===== config.mk =====
export PLATFORM = sky130hd
export DESIGN_NAME = seg_scan_decoder
export DESIGN_NICKNAME = d
export VERILOG_FILES = /design/src/rtl/seg_scan_decoder.sv
export SDC_FILE = /design/constraint.sdc
export NUM_CORES = 1
export LEC_CHECK = 0
export ABC_CLOCK_PERIOD_IN_PS = 10400
export CAP_MARGIN = 5
export CORE_ASPECT_RATIO = 1.1
export CORE_MARGIN = 10
export CORE_UTILIZATION = 50
export DETAILED_ROUTE_END_ITERATION = 10
export PLACE_DENSITY = 0.68
export RECOVER_POWER = 50
export SLEW_MARGIN = 0
export SYNTH_ARGS = -nofsm -noshare
export SYNTH_HDL_FRONTEND = slang
export SYNTH_SLANG_ARGS = --single-unit

===== constraint.sdc =====
create_clock -name clk -period 10.4 [get_ports clk]
set_input_delay 3.12 -clock clk [delete_from_list [all_inputs] [get_ports clk]]
set_output_delay 3.12 -clock clk [all_outputs]
set_load 0.02 [all_outputs]

===== src/rtl/seg_scan_decoder.sv =====
// rtl/seg_scan_decoder.sv - scanned 7-segment display decoder into 4-digit BCD frames
// Debounces each digit of the scan, decodes it and presents complete frames with ready/valid handshake.
module seg_scan_decoder #(
    parameter int STABLE_CYC = 4
) (
    input  logic        clk,
    input  logic        rst,
    input  logic [6:0]  seg_in,
    input  logic [3:0]  an_in,
    output logic [15:0] bcd_out,
    output logic [3:0]  err_out,
    output logic        frame_valid,
    input  logic        frame_ready,
    output logic        overrun
);

    typedef enum logic [1:0] {IDLE, SETTLE, HOLD} state_t;

    localparam logic [7:0] STABLE = 8'(STABLE_CYC);

    state_t      state, state_nxt;
    logic [7:0]  cnt, cnt_nxt;
    logic [6:0]  seg_s1, seg_s2;
    logic [3:0]  an_s1, an_s2;
    logic [10:0] prev;
    logic [10:0] sample;
    logic        one_hot;
    logic        changed;
    logic        capture;
    logic [1:0]  slot_idx;
    logic [4:0]  dec;
    logic [3:0]  seen;
    logic [3:0]  work_bcd [4];
    logic [3:0]  work_err;
    logic        transfer;

    function automatic logic [4:0] decode7(input logic [6:0] seg);
        logic [4:0] r;
        case (seg)
            7'b1111110: r = {1'b0, 4'd0};
            7'b0110000: r = {1'b0, 4'd1};
            7'b1101101: r = {1'b0, 4'd2};
            7'b1111001: r = {1'b0, 4'd3};
            7'b0110011: r = {1'b0, 4'd4};
            7'b1011011: r = {1'b0, 4'd5};
            7'b1011111: r = {1'b0, 4'd6};
            7'b1110000: r = {1'b0, 4'd7};
            7'b1111111: r = {1'b0, 4'd8};
            7'b1111011: r = {1'b0, 4'd9};
            default:    r = {1'b1, 4'hF};
        endcase
        return r;
    endfunction

    always_ff @(posedge clk or posedge rst) begin
        if (rst) begin
            seg_s1 <= '0;
            seg_s2 <= '0;
            an_s1  <= '0;
            an_s2  <= '0;
            prev   <= '0;
        end else begin
            seg_s1 <= seg_in;
            seg_s2 <= seg_s1;
            an_s1  <= an_in;
            an_s2  <= an_s1;
            prev   <= sample;
        end
    end

    assign sample  = {an_s2, seg_s2};
    assign changed = (sample != prev);
    assign one_hot = (an_s2 != 4'b0000) && ((an_s2 & (an_s2 - 4'd1)) == 4'b0000);

    always_ff @(posedge clk or posedge rst) begin
        if (rst) begin
            state <= IDLE;
            cnt   <= '0;
        end else begin
            state <= state_nxt;
            cnt   <= cnt_nxt;
        end
    end

    always_comb begin
        state_nxt = state;
        cnt_nxt   = cnt;
        case (state)
            IDLE: begin
                if (one_hot) begin
                    state_nxt = SETTLE;
                    cnt_nxt   = 8'd1;
                end
            end
            SETTLE: begin
                if (changed) begin
                    cnt_nxt   = 8'd1;
                    state_nxt = one_hot ? SETTLE : IDLE;
                end else if ({1'b0, cnt} + 9'd1 >= {1'b0, STABLE}) begin
                    cnt_nxt   = STABLE;
                    state_nxt = HOLD;
                end else begin
                    cnt_nxt   = cnt + 8'd1;
                end
            end
            HOLD: begin
                if (changed) begin
                    cnt_nxt   = 8'd1;
                    state_nxt = one_hot ? SETTLE : IDLE;
                end
            end
            default: begin
                state_nxt = IDLE;
                cnt_nxt   = '0;
            end
        endcase
    end

    // Capture fires on the edge where the stable count reaches STABLE_CYC
    always_comb begin
        capture = 1'b0;
        if (state == SETTLE && !changed && ({1'b0, cnt} + 9'd1 >= {1'b0, STABLE}))
            capture = 1'b1;
    end

    always_comb begin
        slot_idx = 2'd0;
        case (an_s2)
            4'b0010: slot_idx = 2'd1;
            4'b0100: slot_idx = 2'd2;
            4'b1000: slot_idx = 2'd3;
            default: slot_idx = 2'd0;
        endcase
    end

    assign dec      = decode7(seg_s2);
    assign transfer = (seen == 4'hF);

    always_ff @(posedge clk or posedge rst) begin
        if (rst) begin
            seen     <= '0;
            work_err <= '0;
            for (int i = 0; i < 4; i++) work_bcd[i] <= '0;
        end else begin
            if (capture) begin
                work_bcd[slot_idx] <= dec[3:0];
                work_err[slot_idx] <= dec[4];
            end
            if (transfer)
                seen <= capture ? an_s2 : 4'b0000;
            else if (capture)
                seen <= seen | an_s2;
        end
    end

    // A frame that arrives while the previous one is still unaccepted is dropped
    always_ff @(posedge clk or posedge rst) begin
        if (rst) begin
            bcd_out     <= '0;
            err_out     <= '0;
            frame_valid <= 1'b0;
            overrun     <= 1'b0;
        end else begin
            if (transfer) begin
                if (!frame_valid || frame_ready) begin
                    bcd_out     <= {work_bcd[3], work_bcd[2], work_bcd[1], work_bcd[0]};
                    err_out     <= work_err;
                    frame_valid <= 1'b1;
                end else begin
                    overrun <= 1'b1;
                end
            end else if (frame_valid && frame_ready) begin
                frame_valid <= 1'b0;
            end
        end
    end

endmodule


== Word-level counts from Yosys, hierarchy flattened ==
Cells that the tools add are included.
Widths: inputs -> output; s select.
Cells by class
  add/subtract/negate cells: 3
  $lt $le $gt $ge: 5
  equality and inequality tests: 21
  mux-type cells: 26
  bitwise logic cells: 4
  reductions and logical operators: 19
Operators by type and width (number)
  $eq 7x7->1 const B: 8
  $pmux 5 s10: 1
  $mux 8: 4
  $pmux 8 s3: 1
  $bwmux 16: 1
  $mux 4: 4
  $eq 7x6->1 const B: 2
  $pmux 2 s3: 2
  $ne 11x11->1: 1
  $add 8x1->9 const B: 1
  $ge 9x3->1 const B: 1
  $add 8x1->8 const B: 1
  $demux 4 s2: 1
  $eq 4x4->1 const B: 2
  $mux 2: 4
  $reduce_and 2->1: 4
  $logic_and 1x1->1: 6
  $mux 1: 6
  $and 4x4->4: 1
  $bwmux 4: 1
  $eq 4x2->1 const B: 1
  $eq 4x3->1 const B: 1
  $logic_not 4->1: 1
  $ne 2x2->1 const B: 2
  19 further kinds: 21
Word-level totals
  register bits: 89
  input bits: 14
  logic and storage cells: 95

== Depth between registers and ports, before layout ==
  depth in word-level cells: 8
  depth in mapped cells: 7
  gate-level depth less buffers: 6

== Least setup slack after synthesis ==
Ideal clock, no wire load.
  path kind: input port to flip-flop
  from: input frame_ready
  to: register bcd_out[0]
  data arrival time: 4.095 ns
  required time: 10.275 ns
  slack: 6.180 ns
  stages on the path: 4
  buffers on the path: 1
  path through: nand2b_1 > nor2b_1 > buf_1 > mux2_2
On the way
  cells in the longest elaborated chain, start to end: 2
Ends and longest elaborated chain
  start, declared: line 13  | input logic frame_ready,
  $logic_or 1x1->1: line 165  | if (!frame_valid || frame_ready) begin
  $reduce_and 2->1 (no line)
  end signal, assigned: line 166  | bcd_out <= {work_bcd[3], work_bcd[2], work_bcd[1], work_bcd[0]};
  end, declared: line 10  | output logic [15:0] bcd_out,
No other way between the ends.
A chain may end at the register's enable or synchronous reset.

== Worst setup path after layout ==
  from: input frame_ready
  to: register bcd_out[9]
The elaborated chain is that of the path after synthesis.

==> metrics.txt <==
setup tns final 0 ps; max capacitance violation total 0; power share of the sequential group 58.3%; hold_sp an_s1[2]; CP max FO 20; first-pass GRT wire length 10100 um; RSZ-0062 raised after global routing no; Rel. slew slack 23.3%; leakage 1.85 nW; final hold viol count 0; period utilisation layout 47.5%; die height 108 um; Setup Skew 8.74 ps; #FFs+latches synth 89; outcome completed; RR Startpoint seg_s2[4]; clock sink total 89; min cycle time layout 4940 ps; power share of the clock group 37.6%; # Post-CTS Setup Buffers 0; origin of the worst setup path frame_ready; ys flop type dfrtp_1; layout cells sized above 1 16.7%; # rows 32; Synth async-reset ratio 100%; TritonCTS clock tree done; via count 2062; worst path required time 10640 ps; Switching Fraction 23.2%; Mapped Nets 282; CTS Root Cell clkbuf_8; # port buffers 35; Boundary Pins 36; sequential area share after synthesis 62.9%; DRT Wirelength 5920 um; P_int 0.474 mW; H-tree depth 3; pwr/cell area 151 nW/um^2; synth unique cells 49; Initial Util 50.8%; maximum clock frequency 202 MHz; vias in the first global route 2108; DR iter-0 viols 88; die outline width 100 um; area delta synth->final 15.7%; Worst Hold Class flip-flop to flip-flop; Nets 317; largest net degree at the start of global routing 90; Tightest Pin Transition 1150 ps; ant diodes 0; GRT overflow 0; register clock-pin slew on the reported worst setup and hold paths 80 ps; net switching power 0.144 mW; Routed Antenna Nets 0; critical path data arrival time 5180 ps; DP Wirelength 3960 um; WL per Instance 15.2 um; Syn Std Cell Area 3540 um^2; EDFF count, synth 0; overall routing resource usage 11.4%; final weighted congestion in routability-driven placement 0.753; crit path kind input port to flip-flop; syn_area_per_cell 13.3 um^2; hold bufs inserted after CTS 0; combinational power share 4.1%; Final Setup Violations 0; 1st-pass router iterations 4; Worst setup SP type input port; vias per cell 5.27; post-CTS sizing 0; cts bufs inserted 9; DR DRC count 0; worst-skew pair later-pin latency 350 ps; CP Capture Type flip-flop; total core area 6970 um^2; full die area 10900 um^2; initial antenna violation count 0; yosys warns 0; Gate Count Post-Synth 266; Worst VDD drop 131 uV; Max Buffers Root-to-Sink 2; Final Power 0.618 mW; Final Max Tran Viols 0
==> final timing paths <==
check	end	depth (start not counted)	slack [ps]
setup / recovery	bcd_out[9]	5	5460
hold / removal	an_s2[2]	0	350
setup reg to reg	work_bcd[1]	5	7550
hold reg to reg	an_s2[2]	0	350
max in group asynchronous	work_bcd[0]	3	6130
min in group asynchronous	seg_s2[6]	3	3550
==> cells in the mapped netlist (all sizes together) (3+ instances only) <==
cell type | n | area (um^2)
dfrtp | 89 | 2230
mux2 | 29 | 334
o21ai | 18 | 90.1
nand2 | 13 | 48.8
xor2 | 13 | 121
buf | 12 | 72.6
inv | 10 | 37.5
nor4 | 8 | 83.8
a21oi | 7 | 35.0
nor2 | 7 | 26.3
mux2i | 6 | 60.1
nor3 | 5 | 25.0
a22o | 4 | 35.0
and2 | 4 | 25.0
nand2b | 4 | 32.5
nand3b | 4 | 30.0
or2 | 3 | 21.3
==> power by group through the flow <==
stage | registers [mW] | clock network [mW] | logic, mW
2_1_floorplan | 0.362 | 0 | 0.0230
3_3_place_gp | 0.367 | 0 | 0.0266
3_5_place_dp | 0.367 | 0 | 0.0272
4_1_cts | 0.360 | 0.239 | 0.0273
5_1_grt | 0.362 | 0.253 | 0.0290
6_report | 0.360 | 0.232 | 0.0251
==> per-stage QoR <==
stage | instances | cell area, um^2 | utilization [%] | hold slack (ps) | setup WS (ps)
global placement | 375 | 3940 | 56.5 | 333 | 5780
CTS | 391 | 4130 | 59.3 | 356 | 5900
finish | 391 | 4100 | 58.8 | 353 | 5460
global route | 391 | 4100 | 58.8 | 363 | 5290
detailed placement | 375 | 3940 | 56.5 | 336 | 5770
floorplan | 266 | 3540 | - | 331 | 4970
==> logic make-up after synthesis <==
kind of cell,synth area share [%]
flops,62.9
simple gates,10.9
compound gates,7.39
mux,11.1
buf+inv,3.22
xor+xnor,3.43
fa+ha+maj,1.02
==> critical path, cell delays in order <==
cell           delay, ps
dlygate4sd3_1        510
nand2b_1             130
nor2b_1              130
clkbuf_1             860
mux2_2               420
==> per-layer routing <==
metal	up-vias	part of all wire, %	track usage (%)
met5	-	0	0
met4	0	1.9	5.15
met3	13	5.3	3.45
met2	42	45	17.0
met1	1009	48	15.1
li1	998	-	-
==> state kept, by name, indices dropped and copies added, names as in the netlist <==
register     flops
seen             4
frame_valid      1
seg_s2           7
state            2
seg_s1           7
work_err         4
an_s2            4
an_s1            4
overrun          1
prev            11
work_bcd        16
err_out          4
bcd_out         16
cnt              8
==> area by class of cell <==
class                           count  area, um^2
Clock buffer                       10         128
Inverter                           10        38.8
Tap cell                           85         106
Sequential cell                    89        2230
Fill cell                         583        2870
Timing Repair Buffer               37         362
Multi-Input combinational cell    154        1170
Clock inverter                      6        67.6
==> layout by cell type, fill, tap and decap left out, drive strengths merged, types with 2 or more instances in the layout <==
cell type and instances:
dfrtp 89, mux2 29, clkdlybuf4s50 22, o21ai 18
nand2 13, dlygate4sd3 13, xor2 13, clkbuf 11
inv 10, nor4 8, nor2 7, a21oi 7
mux2i 6, nor3 5, nand2b 4, a22o 4
nand3b 4, and2 4, or2 3, clkinvlp 3
nand4 2, nand3 2, o21bai 2, nor2b 2
o2111ai 2, nor3b 2, a21o 2, ha 2
clkinv 2
No activity file was read; power rests on OpenSTA's default activity.
